`src/rtl/divmod_pkg.sv`:
```
// Shared types and width helpers for the sequential signed/unsigned divider.
// Helpers work on a MAX_W-bit carrier so one package serves any WIDTH/OUT_W up to 64.
package divmod_pkg;

  localparam int MAX_W = 64;

  typedef enum logic [1:0] {
    IDLE,
    CALC,
    DONE
  } state_t;

  function automatic logic [MAX_W-1:0] width_mask(input int width);
    return (MAX_W'(1) << width) - MAX_W'(1);
  endfunction

  function automatic logic msb_w(input logic [MAX_W-1:0] value, input int width);
    return ((value >> (width - 1)) & MAX_W'(1)) != '0;
  endfunction

  // abs(MIN) stays 2^(width-1): the magnitude is always read as unsigned
  function automatic logic [MAX_W-1:0] abs_w(input logic [MAX_W-1:0] value, input int width,
                                             input logic sgn);
    logic [MAX_W-1:0] mag;
    mag = (sgn && msb_w(value, width)) ? (~value + MAX_W'(1)) : value;
    return mag & width_mask(width);
  endfunction

  function automatic logic [MAX_W-1:0] ext_w(input logic [MAX_W-1:0] value, input int width,
                                             input logic sgn);
    if (sgn && msb_w(value, width)) return value | ~width_mask(width);
    return value & width_mask(width);
  endfunction

endpackage

```
`src/rtl/divmod_step.sv`:
```
// One restoring division step: shift in the next dividend bit, trial subtract, keep if non-negative.
module divmod_step #(
  parameter int WIDTH = 8
) (
  input  logic [WIDTH-1:0] rem,
  input  logic             bit_in,
  input  logic [WIDTH-1:0] divisor,
  output logic [WIDTH-1:0] rem_next,
  output logic             q_bit
);

  logic [WIDTH:0] shifted;
  logic [WIDTH:0] diff;

  // rem < divisor keeps shifted below 2*divisor, so the top bit of diff is a clean borrow
  assign shifted  = {rem, bit_in};
  assign diff     = shifted - {1'b0, divisor};
  assign q_bit    = ~diff[WIDTH];
  assign rem_next = q_bit ? diff[WIDTH-1:0] : shifted[WIDTH-1:0];

endmodule

```
`src/rtl/divmod_seq_signed.sv`:
```
// Iterative divider: magnitudes are divided one bit per cycle, signs re-applied on entry to DONE.
// Results follow Verilog / and % (truncation toward zero), extended to OUT_W by the request mode.
module divmod_seq_signed
  import divmod_pkg::*;
#(
  parameter int WIDTH = 8,
  parameter int OUT_W = 16
) (
  input  logic             clk,
  input  logic             rst_n,
  input  logic             in_valid,
  output logic             in_ready,
  input  logic             in_signed,
  input  logic [WIDTH-1:0] in_dividend,
  input  logic [WIDTH-1:0] in_divisor,
  output logic             out_valid,
  input  logic             out_ready,
  output logic [OUT_W-1:0] out_quot,
  output logic [OUT_W-1:0] out_rem,
  output logic             out_div0
);

  localparam int CW = (WIDTH > 1) ? $clog2(WIDTH) : 1;
  localparam logic [CW-1:0] LAST = CW'(WIDTH - 1);

  state_t           state, state_nx;
  logic [CW-1:0]    cnt;
  logic [WIDTH-1:0] dvd_q, dvs_q, rem_q;
  logic             mode_q, qneg_q, rneg_q;

  logic             accept, zero_div, a_neg, b_neg, step_q;
  logic [WIDTH-1:0] a_mag, b_mag, rem_nx, q_mag, q_fin, r_fin;

  assign in_ready  = (state == IDLE);
  assign out_valid = (state == DONE);
  assign accept    = in_valid && (state == IDLE);
  assign zero_div  = (in_divisor == '0);

  assign a_neg = in_signed & in_dividend[WIDTH-1];
  assign b_neg = in_signed & in_divisor[WIDTH-1];
  assign a_mag = WIDTH'(abs_w(MAX_W'(in_dividend), WIDTH, in_signed));
  assign b_mag = WIDTH'(abs_w(MAX_W'(in_divisor), WIDTH, in_signed));

  // dvd_q doubles as the quotient shift register: dividend bits leave the top as quotient bits enter
  divmod_step #(.WIDTH(WIDTH)) u_step (
    .rem      (rem_q),
    .bit_in   (dvd_q[WIDTH-1]),
    .divisor  (dvs_q),
    .rem_next (rem_nx),
    .q_bit    (step_q)
  );

  assign q_mag = {dvd_q[WIDTH-2:0], step_q};
  assign q_fin = qneg_q ? -q_mag : q_mag;
  assign r_fin = rneg_q ? -rem_nx : rem_nx;

  always_ff @(posedge clk or negedge rst_n) begin
    if (!rst_n) state <= IDLE;
    else        state <= state_nx;
  end

  always_comb begin
    state_nx = state;
    case (state)
      IDLE:    if (in_valid) state_nx = zero_div ? DONE : CALC;
      CALC:    if (cnt == LAST) state_nx = DONE;
      DONE:    if (out_ready) state_nx = IDLE;
      default: state_nx = IDLE;
    endcase
  end

  always_ff @(posedge clk or negedge rst_n) begin
    if (!rst_n) begin
      cnt      <= '0;
      dvd_q    <= '0;
      dvs_q    <= '0;
      rem_q    <= '0;
      mode_q   <= 1'b0;
      qneg_q   <= 1'b0;
      rneg_q   <= 1'b0;
      out_quot <= '0;
      out_rem  <= '0;
      out_div0 <= 1'b0;
    end else if (accept) begin
      cnt    <= '0;
      dvd_q  <= a_mag;
      dvs_q  <= b_mag;
      rem_q  <= '0;
      mode_q <= in_signed;
      qneg_q <= a_neg ^ b_neg;
      rneg_q <= a_neg;
      if (zero_div) begin
        out_div0 <= 1'b1;
        out_quot <= OUT_W'(ext_w(width_mask(WIDTH), WIDTH, in_signed));
        out_rem  <= OUT_W'(ext_w(MAX_W'(in_dividend), WIDTH, in_signed));
      end
    end else if (state == CALC) begin
      cnt   <= cnt + 1'b1;
      dvd_q <= q_mag;
      rem_q <= rem_nx;
      // MIN / -1 needs no special case: magnitude 2^(WIDTH-1) un-negated wraps back to MIN
      if (cnt == LAST) begin
        out_div0 <= 1'b0;
        out_quot <= OUT_W'(ext_w(MAX_W'(q_fin), WIDTH, mode_q));
        out_rem  <= OUT_W'(ext_w(MAX_W'(r_fin), WIDTH, mode_q));
      end
    end
  end

endmodule

```
`config.mk`:
```
export PLATFORM = sky130hd
export DESIGN_NAME = divmod_seq_signed
export DESIGN_NICKNAME = d
export VERILOG_FILES = /design/src/rtl/divmod_pkg.sv /design/src/rtl/divmod_step.sv /design/src/rtl/divmod_seq_signed.sv
export SDC_FILE = /design/constraint.sdc
export NUM_CORES = 1
export LEC_CHECK = 0
export BUFFER_PORTS_ARGS = -buffer_cell sky130_fd_sc_hd__buf_2
export CORE_MARGIN = 2
export CORE_UTILIZATION = 59
export CTS_CLUSTER_SIZE = 40
export DETAILED_ROUTE_END_ITERATION = 8
export GPL_TIMING_DRIVEN = 0
export PLACE_DENSITY = 0.85
export SYNTH_ARGS = -nofsm -noshare
export SYNTH_HDL_FRONTEND = slang
export SYNTH_SLANG_ARGS = --single-unit
```
`constraint.sdc`:
```
create_clock -name clk -period 10.08 [get_ports clk]
set_input_delay 2.52 -clock clk [delete_from_list [all_inputs] [get_ports clk]]
set_output_delay 2.52 -clock clk [all_outputs]
set_load 0.1 [all_outputs]
```
After elaboration in Yosys (flattened, before gate mapping)
Index checks and enable logic that the tools add are counted.
Storage, ports and cells
  bits in registers: 65
  input bits: 21
  output and inout port bits: 35
Operators by class
  reduce and logical (&&, ||, !) cells: 11
  muxes and demuxes: 50
  equal/unequal tests: 7
  bitwise logic cells: 6
  add/sub/neg operators: 6
Operators with widths (count)
  2-to-1 mux 16 bit: 16
  2-to-1 mux 8 bit: 9
  2-to-1 mux 1 bit: 18
  adder 8 x 1 -> 8 bit, second input constant: 2
  negator 8 bit: 2
  NOT 8 bit: 2
  subtractor 9 x 8 -> 9 bit: 1
  zero test 8 bit: 1
  2-to-1 mux 2 bit: 4
  2-to-1 mux 3 bit: 2
  case mux 2 bit (3 select lines): 1
  AND reduction 3 bit: 2
  logical AND 1 bit: 5
  != test 2 x 1 -> 1 bit, second input constant: 2
  != test 2 bit, second input constant: 2
  nonzero test 2 bit: 2
  adder 3 x 1 -> 3 bit, second input constant: 1
  equality test 3 bit, second input constant: 1
  bitwise AND 1 bit: 2
  equality test 2 x 1 -> 1 bit, second input constant: 1
  equality test 2 bit, second input constant: 1
  zero test 2 bit: 1
  NOT 1 bit: 1
  bitwise XOR 1 bit: 1

Depth between registers and ports, before layout
Gate-level depths: netlist (run 1).
  word-level depth: 13
  depth in mapped cells: 16

Modules after synthesis
A second synthesis (run 1) with hierarchy kept.
Unflattened totals
  cell total of the unflattened synthesis: 364
  area, all modules: 3310.7 um^2
Modules (own cells, without submodules)
  divmod_seq_signed: seq. area each 1276.2 um^2, cells each 306, instances 1, area an instance 2825.2 um^2
  divmod_step: seq. area each 0.0 um^2, cells each 58, instances 1, area an instance 485.5 um^2

Worst setup path before layout (run 1)
OpenSTA, ideal clock, no wires.
  path kind: flip-flop to output port
  start: register state[1]
  end: output port in_ready
  arrival time: 1713 ps
  setup slack: 5847 ps
  data required time: 7560 ps
  cell stages (with the launch flop): 2
  cells stage by stage: dfrtp_1 -> nor2_1
Between the ends
  longest elaborated chain between the ends: 1
RTL lines
  from (decl): line divmod_seq_signed.sv:26  | state_t state, state_nx;
  from (signal assigned): line divmod_seq_signed.sv:59  | else state <= state_nx;
  zero test 2 bit: line divmod_seq_signed.sv:34  | assign in_ready = (state == IDLE);
  to (decl): line divmod_seq_signed.sv:12  | output logic in_ready,
No other way between the ends.

Worst setup path after layout (run 1)
  start: input port in_divisor[0]
  end: register out_quot[4]
Between the ends
  longest elaborated chain between the ends: 3
RTL lines
  from (decl): line divmod_seq_signed.sv:15  | input logic [WIDTH-1:0] in_divisor,
  zero test 8 bit: line divmod_seq_signed.sv:37  | assign zero_div = (in_divisor == '0);
  != test 2 x 1 -> 1 bit (no source line)
  AND reduction 3 bit (no source line)
  to (signal assigned): line divmod_seq_signed.sv:94  | out_quot <= OUT_W'(ext_w(width_mask(WIDTH), WIDTH, in_signed));
  to (signal assigned): line divmod_seq_signed.sv:104  | out_quot <= OUT_W'(ext_w(MAX_W'(q_fin), WIDTH, mode_q));
  to (decl): line divmod_seq_signed.sv:18  | output logic [OUT_W-1:0] out_quot,
No other way between the ends.
A chain may end at the register's enable or synchronous reset.

==> results of run 1 <==
## worst min-delay path by stage
stage / cells after the start / startpoint / to / slack (ns)
6_report: 1 / out_div0 / out_div0 / 0.48
5_1_grt: 1 / out_div0 / out_div0 / 0.50
4_1_cts: 1 / out_div0 / out_div0 / 0.49
3_5_place_dp: 1 / out_div0 / out_div0 / 0.46
3_3_place_gp: 1 / out_div0 / out_div0 / 0.46
2_1_floorplan: 2 / dvs_q[2] / dvs_q[2] / 0.45
## logic make-up after synthesis
family	share of synthesized area (%)
XOR/XNOR	7.01
AO/OA/AOI/OAI	20.6
AND/OR/NAND/NOR	18.7
buffers and inverters	7.23
flip-flops	37.8
adder cells (fa/ha/maj)	5.79
multiplexers	2.89
## flip-flops by register name (all words and copies together), names as in the netlist
name	cells
out_quot	9
out_rem	9
dvd_q	8
dvs_q	8
rem_q	8
cnt	3
state	2
mode_q	1
out_div0	1
qneg_q	1
rneg_q	1
## cells in the final DEF (no fill, tap or decap), types with 14 or more instances in the layout
master,instances
buf_2,54
inv_1,19
dfrtp_1,51
nand2_1,47
xnor2_1,19
clkbuf_1,14
o21ai_0,36
ha_1,14
buf_4,14
nor2_1,32
a21oi_1,22
## final cells by class
class	instances	area, sq um
well taps	72	90.1
clock buffers	5	68.8
inverters	20	75.1
plain buffers	29	169
fillers	428	1630
clock inverters	3	71.3
multi-input cells	292	1850
flip-flops and latches	51	1280
repair buffers	54	270
## layer usage
metal	track usage [%]	share of wire, %	vias up	routed length [microns]
li1	-	-	1489	-
met1	38.5	42	1557	3670
met2	48.7	48	165	4230
met3	4.86	7.9	27	693
met4	11.0	2.3	0	203
met5	0	0	-	0
## through the flow
stage	area [sq um]	utilization (%)	cells	hold slack [ns]
2_1_floorplan	3370	-	392	0.450
3_3_place_gp	3730	67.8	518	0.461
3_5_place_dp	3730	67.8	518	0.465
4_1_cts	3870	70.3	526	0.489
5_1_grt	3870	70.3	526	0.504
6_report	3870	70.3	526	0.485
## worst reg2reg max path, delay by kind of cell, from the launching register on
family,cells,cell delay (ns)
AOI/OAI and AO/OA,5,1.20
buffers and inverters,3,0.30
DFF,1,0.44
adders and majority gates,3,0.89
and+or+nand+nor,3,0.54
muxes,1,0.38
xor gates and xnor gates,1,0.09
==> impl_metrics.ini, run 1 <==
[run_status]
status = completed

[floorplan]
fp.coreArea_sq_um = 5510
initial_core_util_pct = 61.3
pin_count = 56
dieArea_sq_um = 6340
rows = 27
die_height_microns = 79.6
fp.dieW_microns = 79.6

[global_route]
grt_usage_pct = 29.4
grt_max_degree = 52
grt_first_pass_wirelength_mm = 14.6
gr-total-overflow = 0
grt_antenna_before_repair = 0
grt_pass1_vias = 3122

[synthesis]
synth-seq-cells = 51
yosys.area.top_type = dfrtp_1
synth.area.top_cells = dfrtp_1 38%, o21ai_0 5.3%, nand2_1 5.2%
postSynthAreaPerCell_sq_um = 8.61
ys_seq_area_share_pct = 37.8
ys_types = 53
netlist_area_sq_um = 3370
synth-edff-count = 0
yosys_warnings = 0
yosysMostFrequentCell = dfrtp_1
syn_inst = 392
yosys.area.top_type_share_pct = 37.8
async_reset_ff_share_pct = 100
netlist_top_cells_count = 51 x dfrtp_1, 47 x nand2_1, 36 x o21ai_0
synthFlopType = dfrtp_1
syn-num-nets = 428

[critical_path]
cp-endpoint = out_quot[4]
crit_type = in2reg
worstRegToRegCells = 16
endpoint_kind = flip-flop
path_cells = buf_2, inv_1, ha_1, nor4bb_1, nand2_1, o21ai_1, clkbuf_1, nor2_1, a21oi_1
ff2ff_setup_slack_ns = 6.18
crit_buf_inv = 3
r2r_start = dvd_q[7]
cp-start-kind = input port
worstPathRequired_ns = 10.32
worst_path_max_delay_cell = o21ai_1
cp_slowest_stage_delay_ns = 0.57
crit_start = in_divisor[0]
cp_max_fo = 10
worst_ep_arrival_time_ns = 4.70
cp.depth = 9
rr_endpoint = out_rem[4]
cp_top_family = compound AO/OA/AOI/OAI gates

[cells_and_area]
diodes = 0
nets = 489
drive_above_1_share_pct = 19.6
synthToLayoutAreaGrowth_pct = 14.8

[timing]
setup_tns_ns = 0
fmax_mhz = 224
finalCriticalPeriod_ns = 4.46
slew_violations = 0
skew_ns = 0.00505
fin_ws_ns = 5.62
worst_slew_pin_slew_ns = 1.14
period_share_pct = 44.3
slew-limit-headroom_pct = 24.3
final-hold-violation-count = 0
setup_viol = 0
rsz0062_at_grt = false

[placed_design]
hpwlAfterDp_mm = 6.46
pre_cts_ws_ns = 5.32
place.gp.congestion = 0.888
portBuffers = 54

[cts]
hold_buffers = 0
clk_pin_slew_ns = 0.10
cts_max_level = 2
post_cts_buffers = 0
cts_sinks = 51
clock-root-buffer = clkbuf_8
cts_max_path_buffers = 2
cts_buffers = 5
clkLatencyLatePin_ns = 0.31
cts_resized = 0
cts_tree = yes

[detailed_routing]
via_per_inst = 6.16
vias = 3238
drt_pre_antenna_iters = 5
drc = 0
wire_per_inst_microns = 16.7
routed_wl_mm = 8.80
drt-initial-drc-count = 253
ant_nets = 0

[worst_hold_path]
hold_class = reg2reg

[job]
cap_violations = 0
Power of run 1 is not shown: default switching activity piles up to over one toggle a cycle in this logic, so the estimate is an artifact.
==> run 2, diff against run 1 <==
--- a/config.mk
+++ b/config.mk
@@ -7,11 +7,11 @@
 export LEC_CHECK = 0
 export BUFFER_PORTS_ARGS = -buffer_cell sky130_fd_sc_hd__buf_2
 export CORE_MARGIN = 2
-export CORE_UTILIZATION = 59
+export CORE_UTILIZATION = 57
 export CTS_CLUSTER_SIZE = 40
 export DETAILED_ROUTE_END_ITERATION = 8
 export GPL_TIMING_DRIVEN = 0
-export PLACE_DENSITY = 0.85
+export PLACE_DENSITY = 0.83
 export SYNTH_ARGS = -nofsm -noshare
 export SYNTH_HDL_FRONTEND = slang
 export SYNTH_SLANG_ARGS = --single-unit
==> constraint.sdc (replaced) <==
create_clock -name clk -period 4.4 [get_ports clk]
set_input_delay 1.1 -clock clk [delete_from_list [all_inputs] [get_ports clk]]
set_output_delay 1.1 -clock clk [all_outputs]
set_load 0.1 [all_outputs]
==> run 2 against run 1 <==
  * Routed wire length barely moved
  * Sequential share of layout area rose by 0.13 points
  * Critical path depth rose by 7
  * Register-to-register slack got worse by 5.7 ns
  * Clock skew rose by 0.011 ns
  * Global-route usage fell by 0.96 points
  * Sequential cell count did not move
  * Critical endpoint is now out_rem[4]
  * Highest routed layer unchanged
==> impl_metrics.ini, run 2 (synthesis gave the netlist of run 1 again) <==
[floorplan]
rows = 28
dieArea_sq_um = 6550
die_height_microns = 80.9
initial_core_util_pct = 58.0
fp.dieW_microns = 80.9
pin_count = 56
fp.coreArea_sq_um = 5820

[critical_path]
cp_slowest_stage_delay_ns = 0.44
worstPathRequired_ns = 4.64
crit_type = reg2reg
endpoint_kind = flip-flop
ff2ff_setup_slack_ns = 0.46
worst_path_max_delay_cell = dfrtp_1
worstRegToRegCells = 16
r2r_start = dvd_q[7]
worst_ep_arrival_time_ns = 4.17
path_cells = inv_1, ha_1, inv_1, fa_1, a21o_1, a22oi_2, mux2_4, or2_4, buf_6, o21ai_0, ha_1, nand2b_1, nor4_1, a211o_1, xnor2_1, a211oi_2
cp-start-kind = flip-flop
cp_max_fo = 10
crit_start = dvd_q[7]

[timing]
skew_ns = 0.0158
period_share_pct = 89.4
setup_tns_ns = 0
worst_slew_pin_slew_ns = 1.15
slew_violations = 0
slew-limit-headroom_pct = 23.2
fmax_mhz = 254
setup_viol = 0
rsz0062_at_grt = false
finalCriticalPeriod_ns = 3.94
final-hold-violation-count = 0

[detailed_routing]
vias = 3191
ant_nets = 0
drt_pre_antenna_iters = 5
routed_wl_mm = 8.79
drt-initial-drc-count = 325
drc = 0
via_per_inst = 6.03
wire_per_inst_microns = 16.6

[cells_and_area]
nets = 489
reg_top3 = out_quot: 9 flops, out_rem: 9 flops
diodes = 0
drive_above_1_share_pct = 19.6
mostFrequentLayoutCells = 54 x buf_2, 51 x dfrtp_1, 47 x nand2_1
layout_commonest_cell = buf_2
synthToLayoutAreaGrowth_pct = 14.4

[placed_design]
place.gp.congestion = 0.926
portBuffers = 54
hpwlAfterDp_mm = 6.57

[worst_hold_path]
hold_class = reg2reg
min_from = dvs_q[5]
whs_path_depth = 2

[global_route]
grt_max_degree = 52
grt_first_pass_wirelength_mm = 14.4
grt_usage_pct = 28.4
gr-total-overflow = 0
grt_antenna_before_repair = 0
grt_pass1_vias = 2989

[cts]
clk_pin_slew_ns = 0.11
clkLatencyLatePin_ns = 0.31
cts_max_level = 2
cts_resized = 0
cts_buffers = 5
clock-root-buffer = clkbuf_8
post_cts_buffers = 0
cts_tree = yes
cts_max_path_buffers = 2
hold_buffers = 0
cts_sinks = 51

[run_status]
status = completed

[job]
cap_violations = 0
## run 2: metrics by stage
| stage | area, sq um | hold WS, ns | instances | util, % | setup slack, ns |
|---|---|---|---|---|---|
| floorplan | 3370 | 0.450 | 392 | - | 1.13 |
| global placement | 3740 | 0.460 | 521 | 64.3 | 0.701 |
| detailed placement | 3740 | 0.470 | 521 | 64.3 | 0.639 |
| CTS | 3860 | 0.490 | 529 | 66.4 | 0.499 |
| global route | 3860 | 0.511 | 529 | 66.4 | 0.298 |
| finish | 3860 | 0.487 | 529 | 66.4 | 0.465 |
## run 2: final timing paths
check,endpoint
max,out_rem[4]
min reg2reg,dvs_q[5]
max reg2reg,out_rem[4]
min,dvs_q[5]
max in group asynchronous,dvs_q[1]
min in group asynchronous,rem_q[2]
## run 2: area by class of cell
| type | count | area, sq um |
|---|---|---|
| Tap cell | 75 | 93.8 |
| Inverter | 20 | 75.1 |
| Multi-Input combinational cell | 292 | 1850 |
| Timing Repair Buffer | 54 | 270 |
| Clock buffer | 6 | 82.6 |
| Sequential cell | 51 | 1280 |
| Fill cell | 515 | 1960 |
| Clock inverter | 2 | 38.8 |
| Buffer | 29 | 169 |
## run 2: critical path: cells and delay by family (launching register included)
kind | cells | cell delay (ns)
buffers and inverters | 3 | 0.28
AND/OR/NAND/NOR | 3 | 0.62
AO/OA/AOI/OAI | 5 | 1.15
flip-flops | 1 | 0.44
adder cells (fa/ha/maj) | 3 | 0.87
multiplexers | 1 | 0.38
XOR/XNOR | 1 | 0.09
## run 2: layer usage
layer / track usage [%] / part of all wire [%] / up-vias
met1: 39.0 / 43 / 1540
li1: - / - / 1494
met5: 0 / 0 / -
met3: 4.44 / 6.8 / 21
met2: 47.3 / 49 / 136
met4: 6.78 / 1.5 / 0
Power of run 2 is left out for the same reason.
==> run 3, diff against run 2 <==
--- a/config.mk
+++ b/config.mk
@@ -5,7 +5,7 @@
 export SDC_FILE = /design/constraint.sdc
 export NUM_CORES = 1
 export LEC_CHECK = 0
-export BUFFER_PORTS_ARGS = -buffer_cell sky130_fd_sc_hd__buf_2
+export BUFFER_PORTS_ARGS = -buffer_cell sky130_fd_sc_hd__clkbuf_2
 export CORE_MARGIN = 2
 export CORE_UTILIZATION = 57
 export CTS_CLUSTER_SIZE = 40
==> run 3 against run 2 <==
  * Routed wire length down 5.9%
  * Sequential share of layout area about the same
  * Final cell count up 0.19%
  * Register-to-register slack better by 0.21 ns
  * Worst hold slack better by 0.00075 ns
  * Critical path depth unchanged
  * Non-clock buffer count up 1
  * Critical path type unchanged
  * Highest routed layer unchanged
==> impl_metrics.ini, run 3 (synthesis gave the netlist of run 1 again) <==
[timing]
slew-limit-headroom_pct = 58.1
fmax_mhz = 268
finalCriticalPeriod_ns = 3.73
setup_viol = 0
period_share_pct = 84.7
setup_tns_ns = 0
skew_ns = 0.00997
final-hold-violation-count = 0
slew_violations = 0
rsz0062_at_grt = false
worst_slew_pin_slew_ns = 0.624

[cts]
clk_pin_slew_ns = 0.09
clock-root-buffer = clkbuf_8
cts_max_level = 2
post_cts_buffers = 0
cts_buffers = 5
clkLatencyLatePin_ns = 0.31
cts_resized = 0
cts_sinks = 51
cts_max_path_buffers = 2
hold_buffers = 0
cts_tree = yes

[detailed_routing]
ant_nets = 0
drt-initial-drc-count = 285
drt_pre_antenna_iters = 5
via_per_inst = 5.84
routed_wl_mm = 8.27
drc = 0
wire_per_inst_microns = 15.6
vias = 3095

[worst_hold_path]
whs_path_depth = 2
whs_endpoint = dvs_q[5]
hold_class = reg2reg
min_from = dvs_q[5]

[critical_path]
cp_max_fo = 10
ff2ff_setup_slack_ns = 0.67
worstRegToRegCells = 16
rr_endpoint = out_rem[4]
worst_ep_arrival_time_ns = 3.95
endpoint_kind = flip-flop
worstPathRequired_ns = 4.62
crit_type = reg2reg
r2r_start = dvd_q[7]
cp-start-kind = flip-flop

[floorplan]
fp.coreArea_sq_um = 5820
pin_count = 56
fp.dieW_microns = 80.9
dieArea_sq_um = 6550
initial_core_util_pct = 58.0
rows = 28
die_height_microns = 80.9

[cells_and_area]
drive_above_1_share_pct = 19.8
mostFrequentLayoutCells = 53 x clkbuf_2, 51 x dfrtp_1, 47 x nand2_1
layout_commonest_cell = clkbuf_2
diodes = 0
nets = 490
reg_top3 = out_quot: 9 flops, out_rem: 9 flops
synthToLayoutAreaGrowth_pct = 14.3

[job]
cap_violations = 0

[placed_design]
hpwlAfterDp_mm = 6.32
place.gp.congestion = 0.922
portBuffers = 54

[run_status]
status = completed

[global_route]
gr-total-overflow = 0
grt_pass1_vias = 2849
grt_antenna_before_repair = 0
grt_usage_pct = 26.6
grt_max_degree = 52
grt_first_pass_wirelength_mm = 13.6
## run 3: cell types whose count changed in the layout (fill, tap and decap cells not counted), sizes merged
cell | previous run | this run
inv | 21 | 20
clkinvlp | 0 | 1
clkinv | 0 | 1
bufinv | 1 | 0
clkbuf | 20 | 73
buf | 69 | 17
## run 3: per-stage QoR
stage / hold WS, ns / instance area, sq um / util [%] / instances / worst slack, ns
after floorplan: 0.450 / 3370 / - / 392 / 1.13
after global placement: 0.463 / 3740 / 64.3 / 521 / 0.724
after detailed placement: 0.471 / 3740 / 64.3 / 521 / 0.709
after CTS: 0.492 / 3840 / 66.0 / 529 / 0.680
after global routing: 0.529 / 3860 / 66.3 / 530 / 0.444
final: 0.487 / 3860 / 66.3 / 530 / 0.672
## run 3: cell type report
cell class                 count  area, sq um
inverter                      20         75.1
buffer                        29          169
timing repair buffer          55          290
fill                         513         1960
multi-input combinational    292         1850
clock buffer                   6         82.6
sequential                    51         1280
tap                           75         93.8
clock inverter                 2         16.3
## run 3: worst max path at each step
| stage | slack, ns | from | to | depth (start not counted) |
|---|---|---|---|---|
| after floorplan | 1.13 | dvd_q[7] | out_rem[4] | 16 |
| after global placement | 0.72 | dvd_q[7] | out_rem[4] | 16 |
| after detailed placement | 0.71 | dvd_q[7] | out_rem[4] | 16 |
| after CTS | 0.68 | dvd_q[7] | out_rem[4] | 16 |
| after global routing | 0.44 | dvd_q[7] | out_rem[4] | 16 |
| final | 0.67 | dvd_q[7] | out_rem[4] | 16 |
## run 3: routing by layer
layer	GRT usage (%)	share of wire [%]
met3	3.89	6.4
met2	44.0	49
met1	37.0	43
met5	0	0
met4	5.93	0.88
## run 3: critical path, stage by stage, from the launching register on
cell and delay (ns):
dfrtp_1 0.44, inv_1 0.08, ha_1 0.15, inv_1 0.05, fa_1 0.39, a21o_1 0.21, a22oi_2 0.15, mux2_4 0.38
or2_4 0.28, buf_6 0.16, o21ai_0 0.37, ha_1 0.30, nand2b_1 0.07, nor4_1 0.17, a211o_1 0.16, xnor2_1 0.09
a211oi_2 0.21
Power of run 3 is left out for the same reason.
